`src/rtl/mem_pkg.sv`:
```
// Shared types and constants for the memi memory responder.
package mem_pkg;

   typedef enum logic {IDLE, RD_WAIT} mem_state_t;

   localparam int CNT_W      = 16;
   localparam int MAX_RD_LAT = 4;

   // Increment that sticks at all-ones instead of wrapping.
   function automatic logic [CNT_W-1:0] sat_inc(input logic [CNT_W-1:0] v);
      return (v == {CNT_W{1'b1}}) ? v : v + CNT_W'(1);
   endfunction

endpackage

```
`src/rtl/mem_responder_if.sv`:
```
// memi request/response bundle between a memory test initiator and the responder.
interface mem_responder_if #(
   parameter int ADDR_W = 5,
   parameter int DATA_W = 8
) ();
   import mem_pkg::*;

   logic              read;
   logic              write;
   logic [ADDR_W-1:0] addr;
   logic [DATA_W-1:0] data_in;
   logic [DATA_W-1:0] data_out;
   logic              ready;
   logic              rvalid;
   logic              err;
   logic [CNT_W-1:0]  rd_count;
   logic [CNT_W-1:0]  wr_count;

   modport memi_dut (
      input  read, write, addr, data_in,
      output data_out, ready, rvalid, err, rd_count, wr_count
   );

   modport memi_tb (
      output read, write, addr, data_in,
      input  data_out, ready, rvalid, err, rd_count, wr_count
   );

endinterface

```
`src/rtl/mem_array.sv`:
```
// Storage array: synchronous write, combinational read, async clear.
module mem_array #(
   parameter int ADDR_W = 5,
   parameter int DATA_W = 8
) (
   input  logic              clk,
   input  logic              rst_,
   input  logic              we,
   input  logic [ADDR_W-1:0] waddr,
   input  logic [DATA_W-1:0] wdata,
   input  logic [ADDR_W-1:0] raddr,
   output logic [DATA_W-1:0] rdata
);
   localparam int DEPTH = 2 ** ADDR_W;

   logic [DATA_W-1:0] mem [DEPTH];

   // Write port; reset clears every location.
   always_ff @(posedge clk or negedge rst_) begin
      if (!rst_) begin
         for (int i = 0; i < DEPTH; i++) begin
            mem[i] <= '0;
         end
      end else if (we) begin
         mem[waddr] <= wdata;
      end
   end

   assign rdata = mem[raddr];

endmodule

```
`src/rtl/mem_responder.sv`:
```
// memi responder: write/read acceptance, programmable read latency, access statistics.
module mem_responder
   import mem_pkg::*;
#(
   parameter int ADDR_W = 5,
   parameter int DATA_W = 8,
   parameter int RD_LAT = 1
) (
   input  logic               clk,
   input  logic               rst_,
   mem_responder_if.memi_dut  bus
);
   localparam int LAT_W = $clog2(MAX_RD_LAT);

   if (RD_LAT < 1 || RD_LAT > MAX_RD_LAT) begin : g_bad_lat
      $error("mem_responder: RD_LAT=%0d outside 1..%0d", RD_LAT, MAX_RD_LAT);
   end

   mem_state_t        state;
   logic [LAT_W-1:0]  lat_cnt;
   logic [ADDR_W-1:0] addr_q;
   logic [DATA_W-1:0] rdata_c;
   logic              wr_acc_c;
   logic              rd_acc_c;
   logic              bad_c;

   // Requests only count while ready; both strobes together are rejected.
   assign wr_acc_c = bus.ready &  bus.write & ~bus.read;
   assign rd_acc_c = bus.ready &  bus.read  & ~bus.write;
   assign bad_c    = bus.ready &  bus.read  &  bus.write;

   mem_array #(
      .ADDR_W (ADDR_W),
      .DATA_W (DATA_W)
   ) u_array (
      .clk   (clk),
      .rst_  (rst_),
      .we    (wr_acc_c),
      .waddr (bus.addr),
      .wdata (bus.data_in),
      .raddr (addr_q),
      .rdata (rdata_c)
   );

   // Read FSM: latch address, count down latency, then return data with rvalid.
   always_ff @(posedge clk or negedge rst_) begin
      if (!rst_) begin
         state        <= IDLE;
         lat_cnt      <= '0;
         addr_q       <= '0;
         bus.ready    <= 1'b1;
         bus.rvalid   <= 1'b0;
         bus.err      <= 1'b0;
         bus.data_out <= '0;
      end else begin
         bus.rvalid <= 1'b0;
         bus.err    <= bad_c;
         case (state)
            IDLE: begin
               if (rd_acc_c) begin
                  addr_q    <= bus.addr;
                  lat_cnt   <= LAT_W'(RD_LAT - 1);
                  bus.ready <= 1'b0;
                  state     <= RD_WAIT;
               end
            end
            RD_WAIT: begin
               if (lat_cnt == '0) begin
                  bus.data_out <= rdata_c;
                  bus.rvalid   <= 1'b1;
                  bus.ready    <= 1'b1;
                  state        <= IDLE;
               end else begin
                  lat_cnt <= lat_cnt - LAT_W'(1);
               end
            end
            default: state <= IDLE;
         endcase
      end
   end

   // Saturating statistics of accepted reads and writes.
   always_ff @(posedge clk or negedge rst_) begin
      if (!rst_) begin
         bus.rd_count <= '0;
         bus.wr_count <= '0;
      end else begin
         if (rd_acc_c) bus.rd_count <= sat_inc(bus.rd_count);
         if (wr_acc_c) bus.wr_count <= sat_inc(bus.wr_count);
      end
   end

endmodule
```
`src/flat_wrapper.sv`:
```
// flat-port wrapper written by rule: the top's interface ports become plain ports
module mem_responder_flat import mem_pkg::*;
#(
   parameter int ADDR_W = 5,
   parameter int DATA_W = 8,
   parameter int RD_LAT = 1
)
  (clk, rst_, bus_read, bus_write, bus_addr, bus_data_in, bus_data_out, bus_ready, bus_rvalid, bus_err, bus_rd_count, bus_wr_count);
  mem_responder_if #(.ADDR_W(ADDR_W), .DATA_W(DATA_W)) bus_i ();
  input  logic clk;
  input  logic rst_;
  input wire logic [$bits(bus_i.read)-1:0] bus_read;
  input wire logic [$bits(bus_i.write)-1:0] bus_write;
  input wire logic [$bits(bus_i.addr)-1:0] bus_addr;
  input wire logic [$bits(bus_i.data_in)-1:0] bus_data_in;
  output wire logic [$bits(bus_i.data_out)-1:0] bus_data_out;
  output wire logic [$bits(bus_i.ready)-1:0] bus_ready;
  output wire logic [$bits(bus_i.rvalid)-1:0] bus_rvalid;
  output wire logic [$bits(bus_i.err)-1:0] bus_err;
  output wire logic [$bits(bus_i.rd_count)-1:0] bus_rd_count;
  output wire logic [$bits(bus_i.wr_count)-1:0] bus_wr_count;
  assign bus_i.read = bus_read;
  assign bus_i.write = bus_write;
  assign bus_i.addr = bus_addr;
  assign bus_i.data_in = bus_data_in;
  assign bus_data_out = bus_i.data_out;
  assign bus_ready = bus_i.ready;
  assign bus_rvalid = bus_i.rvalid;
  assign bus_err = bus_i.err;
  assign bus_rd_count = bus_i.rd_count;
  assign bus_wr_count = bus_i.wr_count;
  mem_responder #(.ADDR_W(ADDR_W), .DATA_W(DATA_W), .RD_LAT(RD_LAT)) u_core (.clk(clk), .rst_(rst_), .bus(bus_i));
endmodule
```
`config.mk`:
```
export PLATFORM = sky130hd
export DESIGN_NAME = mem_responder_flat
export DESIGN_NICKNAME = d
export VERILOG_FILES = /design/src/rtl/mem_pkg.sv /design/src/rtl/mem_responder_if.sv /design/src/rtl/mem_array.sv /design/src/rtl/mem_responder.sv /design/src/flat_wrapper.sv
export SDC_FILE = /design/constraint.sdc
export NUM_CORES = 1
export LEC_CHECK = 0
export CAP_MARGIN = 40
export CORE_MARGIN = 5
export CORE_UTILIZATION = 50
export DETAILED_ROUTE_END_ITERATION = 8
export HOLD_SLACK_MARGIN = 0.15
export PLACE_DENSITY = 0.67
export SLEW_MARGIN = 15
export SYNTH_ARGS = -nofsm -noshare
export SYNTH_HDL_FRONTEND = slang
export SYNTH_HIERARCHICAL = 1
export SYNTH_SLANG_ARGS = --single-unit
export TNS_END_PERCENT = 5
```
`constraint.sdc`:
```
create_clock -name clk -period 6.5 [get_ports clk]
set_input_delay 1.95 -clock clk [delete_from_list [all_inputs] [get_ports clk]]
set_output_delay 1.95 -clock clk [all_outputs]
set_load 0.05 [all_outputs]
```
==> results.json, run 1 <==
{
  "status": "complete, no violations",
  "core-area_sq_um": 27630,
  "clock_skew_ns": 0.01785,
  "die_h_microns": 177.0,
  "antenna_found_initial": 0,
  "ys.flop_type": "dfrtp_1",
  "start_util": 0.5045,
  "drt_first_pass_iters": 4,
  "cap_viol_max_count": 0,
  "worstSetupPathType": "input port to register",
  "fin_setup_tns_ns": 0,
  "grt_remaining_overflow": 0,
  "setup_viol": 0,
  "synth_top_area_frac": 0.5493,
  "insertion_delay_ns": 0.51,
  "postCtsHoldBufs": 0,
  "clockPowerShare": 0.318,
  "min_period_ns": 4.115,
  "async_flop_share": 1.000,
  "p_comb_frac": 0.254,
  "synth_nets": 913,
  "postCtsSetupBuffers": 0,
  "cp_cell_sequence": "clkdlybuf4s50_1 > nand3b_1 > inv_1 > nor3b_1 > nand2_1 > mux2_2",
  "max_stage_delay_ns": 0.61,
  "seqPwrFrac": 0.428,
  "cts_max_level": 2,
  "die_area_sq_um": 31320,
  "switching_power_w": 0.001763,
  "syn-instance-count": 893,
  "min_delay_path_depth": 1,
  "viasPerCell": 5.859,
  "hold_class": "register to register",
  "ys_top_cells_by_count": "dfrtp_1, mux2_2, mux4_2",
  "die_w_microns": 177.0,
  "cts_resized": 0,
  "switching_share": 0.2935,
  "yosysSeqAreaShare": 0.5512,
  "synth.most_common_cell": "dfrtp_1",
  "synth_seq_cells": 307,
  "finalCritPeriodShare": 0.6331,
  "rows": 61,
  "dpl.hpwl_microns": 19510,
  "end_kind": "register",
  "worst_pin_slew_ns": 0.9074,
  "ys_types": 37,
  "hold_violations": 0,
  "antenna_cells": 0,
  "numClockSinks": 307,
  "internal_power_w": 0.004244,
  "drcViolationCount": 0,
  "setup.worst_path.start_class": "input port",
  "crit_arrival_ns": 4.51,
  "p_leak_nw": 7.441,
  "final_area_sq_um": 16140,
  "drt_wl_total_microns": 30440,
  "grt_usage": 0.2010,
  "syn_area_per_cell_sq_um": 15.61,
  "finalPower_w": 0.006008,
  "drtIter0Drc": 430,
  "postRouteAntennaNets": 0,
  "ys.warnings.count": 6,
  "ff2ff_path_depth": 5,
  "ioPinCount": 60,
  "vias": 7939,
  "clock-root-buffer": "clkbuf_16",
  "cts_tree": "done",
  "rsz0062_at_grt": "no",
  "layout.nets": 976,
  "wl_per_cell_microns": 22.47,
  "relSlewSlack": 0.3928,
  "grt_pass1_vias": 8208,
  "port_buffers": 59,
  "ir_worst_vdd_mv": 0.1907,
  "power_density_nw_per_um2": 372.3,
  "clkTransAtPathRegs_ns": 0.06,
  "syn_area_sq_um": 13940,
  "dp.cells": 1297,
  "place_area_sq_um": 15020,
  "grt_max_degree": 108,
  "finalNonFillerCells": 1355,
  "fmax_ghz": 0.2430,
  "crit_required_ns": 6.89,
  "area_delta_synth_final_pct": 15.75,
  "gp_congestion": 0.8108,
  "finalMaxSlewViolations": 0,
  "yosys.area.top_type": "dfrtp_1",
  "clockBufferDepth": 3,
  "synth-edff-count": 0,
  "grt_pass1_wl_microns": 48820,
  "cp_slowest_cell": "nor3b_1",
  "synth_area_leaders": "dfrtp_1, mux2_2, mux4_2, clkbuf_1, xor2_1",
  "cp_max_fo": 9,
  "numCtsBuffers": 34,
  "drive_above_1_share": 0.4534
}
final cells by class:
| class | count | area (sq um) |
|---|---|---|
| Fill cell | 2217 | 11490 |
| Inverter | 4 | 15.01 |
| Clock buffer | 51 | 1026 |
| Timing Repair Buffer | 82 | 848.3 |
| Tap cell | 378 | 473.0 |
| Sequential cell | 307 | 7689 |
| Multi-Input combinational cell | 527 | 6001 |
| Clock inverter | 6 | 83.83 |
critical path: cells and delay by family:
family	cells	cell delay (ns)
muxes	1	0.40
and+or+nand+nor	3	1.38
buffers and inverters	2	0.78
logic make-up (layout without fill, tap and decap cells):
logic type               Yosys count  count (layout)  synth area share
flip-flops                       307             307            0.5512
XOR/XNOR                          27              27           0.01696
adder cells (fa/ha/maj)            3               3          0.002693
multiplexers                     361             361            0.3561
AND/OR/NAND/NOR                  125             125           0.04964
AO/OA/AOI/OAI                     11              11          0.005116
buffers and inverters             59             143           0.01831
power groups by stage:
stage	sequential [W]	clock [W]	combinational, W
floorplan	0.00255	0	0.00110
global placement	0.00264	0	0.00143
detailed placement	0.00261	0	0.00154
CTS	0.00258	0.00196	0.00154
global route	0.00263	0.00204	0.00162
finish	0.00257	0.00191	0.00153
path summary, 6_finish.rpt:
kind	from	end	slack, ns
setup reg to reg	u_core/addr_q[1]	u_core/bus.data_out[7]	2.98
max in group asynchronous	rst_	u_core/u_array/mem[24]	3.92
hold / removal	u_core/u_array/mem[210]	u_core/u_array/mem[210]	0.50
hold reg to reg	u_core/u_array/mem[210]	u_core/u_array/mem[210]	0.50
setup / recovery	bus_read	u_core/u_array/mem[121]	2.38
min in group asynchronous	rst_	u_core/bus.wr_count[13]	1.51
metrics by stage:
stage	utilization	hold slack (ns)	worst slack [ns]
after floorplan	-	0.4739	2.653
after global placement	0.5386	0.4782	1.929
after detailed placement	0.5436	0.4887	1.887
after CTS	0.5837	0.5020	2.418
after global routing	0.5840	0.5092	2.320
final	0.5840	0.5003	2.385
registers in the layout (all words and copies together), names as in the netlist:
register and count:
u_core/u_array/mem 256, u_core/bus.rd_count 16, u_core/bus.wr_count 16, u_core/bus.data_out 8, u_core/addr_q 5, u_core/lat_cnt 2
u_core/bus.err 1, u_core/bus.ready 1, u_core/bus.rvalid 1, u_core/state 1
placed cells by master, fill, tap and decap left out, types with 2 or more instances in the layout:
cell type	netlist	final
nor4_1	4	4
and3_1	7	7
bufinv_16	0	2
dfrtp_1	306	304
nor3b_1	7	7
clkbuf_8	0	9
nand3b_1	6	6
mux4_2	80	80
o21a_1	2	2
nand3_1	15	15
nand4_1	12	12
o21ai_0	5	5
ha_1	3	3
clkinv_2	0	3
clkbuf_16	0	35
a41oi_1	2	2
mux2i_1	2	2
mux2_2	279	279
xnor2_1	12	12
buf_12	0	2
and3b_1	2	2
nand2_1	30	30
xor2_1	15	15
nor2_1	18	18
nor2_2	4	4
buf_16	0	2
inv_1	4	4
buf_4	6	17
and4_1	5	5
clkbuf_1	36	7
nor3_1	9	9
clkdlybuf4s50_1	0	58
buf_8	0	3
per-layer routing:
layer,share of wire,wire [microns],up-vias,global-route usage
met3,0.051,1556,44,0.03055
met1,0.47,14350,4271,0.3088
met4,0.019,565,0,0.04739
met2,0.46,13970,164,0.3060
li1,-,-,3460,-
met5,0,0,-,0
Power figures use the tool's default switching activity.
==> run 2, diff against run 1 <==
clock period = 3.8 ns   (was 6.5 ns; I/O delays follow)
==> run 2 against run 1 <==
  * Sequential share of layout area down 0.39 points
  * Sequential cell count stayed put
  * Worst hold slack got worse by 0.0093 ns
  * Via count up 0.63%
  * Critical path depth up 1
  * Global-route usage is 0.055 points higher
  * Combinational power rose by 73%
==> results.json, run 2 (synthesized netlist as in run 1, its figures left out) <==
{
  "postCtsSetupBuffers": 0,
  "rsz0062_at_grt": "no",
  "top_regs": "u_core/u_array/mem: 256 flops, u_core/bus.rd_count: 16 flops, u_core/bus.wr_count: 16 flops",
  "p_leak_nw": 7.536,
  "worst_pin_slew_ns": 0.7662,
  "drt_first_pass_iters": 5,
  "setup_viol": 0,
  "largest_reg_flops": 256,
  "crit_arrival_ns": 3.61,
  "power_density_nw_per_um2": 633.4,
  "finalCritPeriodShare": 0.8517,
  "clkTransAtPathRegs_ns": 0.06,
  "worstSetupPathType": "input port to register",
  "layout.nets": 994,
  "start_util": 0.5045,
  "grt_usage": 0.2016,
  "hold_violations": 0,
  "drt_wl_total_microns": 30380,
  "ioPinCount": 60,
  "ir_worst_vdd_mv": 0.3083,
  "numClockSinks": 307,
  "numCtsBuffers": 35,
  "cp.depth": 7,
  "cp_cell_sequence": "clkdlybuf4s50_1 > nand3b_1 > inv_1 > buf_4 > nor3b_1 > nand2_1 > mux2_2",
  "vias": 7989,
  "switching_share": 0.2914,
  "grt_max_degree": 88,
  "setup.worst_path.start_class": "input port",
  "hold_path.startpoint": "u_core/bus.rd_count[15]",
  "cts_max_level": 2,
  "max_stage_delay_ns": 0.55,
  "clockBufferDepth": 3,
  "grt_pass1_vias": 8325,
  "seqPwrFrac": 0.423,
  "port_buffers": 59,
  "finalMaxSlewViolations": 0,
  "r2r-end": "u_core/bus.data_out[7]",
  "antenna_found_initial": 0,
  "cts_resized": 0,
  "die_h_microns": 177.0,
  "die_area_sq_um": 31320,
  "grt_remaining_overflow": 0,
  "area_delta_synth_final_pct": 16.70,
  "cap_viol_max_count": 0,
  "internal_power_w": 0.007302,
  "p_comb_frac": 0.257,
  "antenna_cells": 0,
  "dp.cells": 1315,
  "worstHoldEndpoint": "u_core/bus.rd_count[15]",
  "clockPowerShare": 0.320,
  "fin_setup_tns_ns": 0,
  "dpl.hpwl_microns": 20310,
  "grt_pass1_wl_microns": 49200,
  "postCtsHoldBufs": 0,
  "viasPerCell": 5.810,
  "postRouteAntennaNets": 0,
  "cts_tree": "done",
  "regMostFlops": "u_core/u_array/mem",
  "crit_family": "simple AND/OR/NAND/NOR gates",
  "r2r_start": "u_core/addr_q[1]",
  "gp_congestion": 0.8205,
  "status": "complete, no violations",
  "cp_max_fo": 8,
  "fmax_ghz": 0.3090,
  "insertion_delay_ns": 0.51,
  "drtIter0Drc": 508,
  "drcViolationCount": 0,
  "min_delay_path_depth": 1,
  "core-area_sq_um": 27630,
  "drive_above_1_share": 0.4644,
  "fill_cells": 2216,
  "cp.buffers_inverters": 3,
  "clock-root-buffer": "clkbuf_16",
  "finalNonFillerCells": 1375,
  "crit_required_ns": 4.18,
  "end_kind": "register",
  "hold_class": "register to register",
  "cp_slowest_cell": "nor3b_1",
  "relSlewSlack": 0.4892,
  "rows": 61,
  "wl_per_cell_microns": 22.09,
  "final_common_cell": "dfrtp_1",
  "switching_power_w": 0.003003,
  "clock_skew_ns": 0.01370,
  "min_period_ns": 3.237,
  "mostFrequentLayoutCells": "dfrtp_1, mux2_2, mux4_2",
  "die_w_microns": 177.0,
  "ff2ff_path_depth": 5,
  "r2r_setup_slack_ns": 0.95
}
-- run 2: area by class of cell --
type | count | area [sq um] | area share
Tap cell | 378 | 473.0 | 0.02907
Inverter | 4 | 15.01 | 0.0009229
Sequential cell | 307 | 7689 | 0.4726
Timing Repair Buffer | 99 | 945.9 | 0.05814
Clock inverter | 6 | 55.05 | 0.003384
Clock buffer | 54 | 1090 | 0.06699
Multi-Input combinational cell | 527 | 6001 | 0.3689
-- run 2: per-stage QoR --
step | utilization | area, sq um | setup slack [ns] | hold WS [ns] | power (W)
detailed placement | 0.5474 | 15120 | 0.08259 | 0.4830 | 0.007089
floorplan | - | 13940 | 0.7630 | 0.4739 | 0.006233
finish | 0.5888 | 16270 | 0.5634 | 0.4910 | 0.01030
global placement | 0.5474 | 15120 | 0.1357 | 0.4819 | 0.007005
CTS | 0.5888 | 16270 | 0.5940 | 0.4937 | 0.01043
global route | 0.5888 | 16270 | 0.4020 | 0.5070 | 0.01081
-- run 2: how the worst max path moves through the flow --
stage,start,to
6_report,bus_read,u_core/u_array/mem[249]
5_1_grt,bus_read,u_core/u_array/mem[186]
4_1_cts,bus_read,u_core/u_array/mem[254]
3_5_place_dp,bus_read,u_core/u_array/mem[184]
3_3_place_gp,bus_read,u_core/u_array/mem[184]
2_1_floorplan,bus_read,u_core/u_array/mem[24]
-- run 2: layer usage --
layer  track usage  vias to the layer above  part of all wire
met5             0                        -                 0
met4       0.05126                        0             0.024
met3       0.03546                       41             0.050
met2        0.2996                      181              0.45
met1        0.3115                     4287              0.47
li1              -                     3480                 -
-- run 2: worst reg2reg max path: cells and delay by family, from the launching register on --
kind     cells  cell delay (ns)
flops        1             0.68
buf+inv      1             0.35
mux          4             1.71
-- run 2: power by group through the flow --
stage               logic [W]  registers [W]  clock network [W]
floorplan             0.00187        0.00436                  0
global placement      0.00261        0.00440                  0
detailed placement    0.00267        0.00442                  0
CTS                   0.00267        0.00437            0.00339
global route          0.00283        0.00445            0.00353
finish                0.00265        0.00436            0.00330
==> run 3, diff against run 2 <==
RECOVER_POWER = 100   (was default)
==> run 3 against run 2 <==
  * The flow now finishes with violations (capacitance limit, slew limit)
  * Clock skew about the same
  * Setup slack got worse by 0.10 ns
  * Non-clock buffer count unchanged
  * Design area decreased by 0.65%
  * Largest power group unchanged
==> results.json, run 3 (synthesized netlist as in run 1, its figures left out) <==
{
  "status": "finished with violations",
  "violations": "capacitance limit, slew limit",
  "start_util": 0.5045,
  "power_density_nw_per_um2": 634.9,
  "cts_max_level": 2,
  "worstHoldEndpoint": "u_core/bus.rd_count[15]",
  "numClockSinks": 307,
  "max_stage_delay_ns": 0.57,
  "top_regs": "u_core/u_array/mem: 256 flops, u_core/bus.rd_count: 16 flops, u_core/bus.wr_count: 16 flops",
  "viasPerCell": 5.793,
  "cts_tree": "done",
  "worstSetupPathType": "input port to register",
  "clockBufferDepth": 3,
  "grt_max_degree": 88,
  "setup_viol": 0,
  "finalCritPeriodShare": 0.8789,
  "p_leak_nw": 7.578,
  "r2r-end": "u_core/bus.data_out[7]",
  "grt_pass1_wl_microns": 49200,
  "clkTransAtPathRegs_ns": 0.06,
  "hold_violations": 0,
  "fmax_ghz": 0.2994,
  "end_kind": "register",
  "regMostFlops": "u_core/u_array/mem",
  "drtIter0Drc": 520,
  "mostFrequentLayoutCells": "dfrtp_1, mux2_2, mux4_2",
  "die_area_sq_um": 31320,
  "die_h_microns": 177.0,
  "largest_reg_flops": 256,
  "grt_usage": 0.2016,
  "rows": 61,
  "hold_path.startpoint": "u_core/bus.rd_count[15]",
  "wl_per_cell_microns": 22.06,
  "grt_pass1_vias": 8325,
  "fill_cells": 2244,
  "postRouteAntennaNets": 0,
  "finalMaxSlewViolations": 85,
  "gp_congestion": 0.8205,
  "numCtsBuffers": 35,
  "postCtsSetupBuffers": 0,
  "ir_worst_vdd_mv": 0.3096,
  "r2r_setup_slack_ns": 0.61,
  "worst_pin_slew_ns": 2.344,
  "drcViolationCount": 0,
  "port_buffers": 59,
  "postCtsHoldBufs": 0,
  "core-area_sq_um": 27630,
  "cap_viol_max_count": 1,
  "setup.worst_path.start_class": "input port",
  "hold_class": "register to register",
  "insertion_delay_ns": 0.51,
  "r2r_start": "u_core/addr_q[1]",
  "crit_arrival_ns": 3.73,
  "drive_above_1_share": 0.4443,
  "area_delta_synth_final_pct": 15.94,
  "rsz0062_at_grt": "no",
  "min_delay_path_depth": 1,
  "cp_max_fo": 8,
  "drt_first_pass_iters": 6,
  "cts_resized": 0,
  "dpl.hpwl_microns": 20310,
  "ioPinCount": 60,
  "clock_skew_ns": 0.01322,
  "cp_slowest_cell": "dlygate4sd3_1",
  "place_ws_ns": 0.08259,
  "clock-root-buffer": "clkbuf_16",
  "ff2ff_path_depth": 5,
  "drt_wl_total_microns": 30330,
  "final_common_cell": "dfrtp_1",
  "layout.nets": 994,
  "grt_remaining_overflow": 0,
  "vias": 7966,
  "postLayoutCoreUtil": 0.5850,
  "cp_cell_sequence": "dlygate4sd3_1 > nand3b_1 > inv_1 > buf_4 > nor3b_1 > nand2_1 > mux2_2",
  "place_area_sq_um": 15120,
  "crit_required_ns": 4.19,
  "fin_setup_tns_ns": 0,
  "antenna_cells": 0,
  "die_w_microns": 177.0,
  "antenna_found_initial": 0,
  "setup_ws_ns": 0.4601,
  "final_area_sq_um": 16160,
  "relSlewSlack": -0.5623,
  "min_period_ns": 3.340
}
## run 3: cell types whose count changed in the layout (fill, tap and decap cells not counted), moves of 4 or more
cell	previous run	this run
clkdlybuf4s50_1	58	14
dlygate4sd3_1	0	44
buf_4	36	17
clkbuf_1	7	21
clkbuf_2	0	6
nor2_1	18	22
nor2_2	4	0
## run 3: final cells by class
| cell class | instances | area (sq um) | share of cell area |
|---|---|---|---|
| Clock buffer | 54 | 1090 | 0.06743 |
| Clock inverter | 6 | 55.05 | 0.003406 |
| Inverter | 4 | 15.01 | 0.0009290 |
| Multi-Input combinational cell | 527 | 5972 | 0.3695 |
| Sequential cell | 307 | 7686 | 0.4756 |
| Tap cell | 378 | 473.0 | 0.02926 |
| Timing Repair Buffer | 99 | 870.8 | 0.05388 |
## run 3: critical path: cells and delay by family
kind	cells	cell delay (ns)
buffers and inverters	3	0.92
muxes	1	0.39
and+or+nand+nor	3	1.29
## run 3: power by group
part / total (W) / switching, W / leakage, nW / internal (W)
registers: 0.00435 / 0.000517 / 4.14 / 0.00383
clock network: 0.00330 / 0.00127 / 0.570 / 0.00203
logic: 0.00261 / 0.00121 / 2.87 / 0.00140
## run 3: layer usage
| metal | GRT usage | vias to the layer above | wire length [microns] |
|---|---|---|---|
| li1 | - | 3489 | - |
| met1 | 0.3115 | 4277 | 14220 |
| met2 | 0.2996 | 160 | 13750 |
| met3 | 0.03546 | 40 | 1656 |
| met4 | 0.05126 | 0 | 696 |
| met5 | 0 | - | 0 |
## run 3: how the worst max path moves through the flow
stage | startpoint | endpoint | slack, ns | cells past startpoint
floorplan | bus_read | u_core/u_array/mem[24] | 0.76 | 7
global placement | bus_read | u_core/u_array/mem[184] | 0.14 | 7
detailed placement | bus_read | u_core/u_array/mem[184] | 0.08 | 7
CTS | bus_read | u_core/u_array/mem[254] | 0.59 | 7
global route | bus_read | u_core/u_array/mem[186] | 0.33 | 7
finish | bus_read | u_core/u_array/mem[184] | 0.46 | 7
## run 3: metrics by stage
step	cells	hold slack (ns)	total power (W)
2_1_floorplan	893	0.4739	0.006233
3_5_place_dp	1315	0.4830	0.007089
4_1_cts	1375	0.4937	0.01043
6_report	1375	0.4858	0.01026
3_3_place_gp	1315	0.4819	0.007005
5_1_grt	1375	0.5071	0.01077
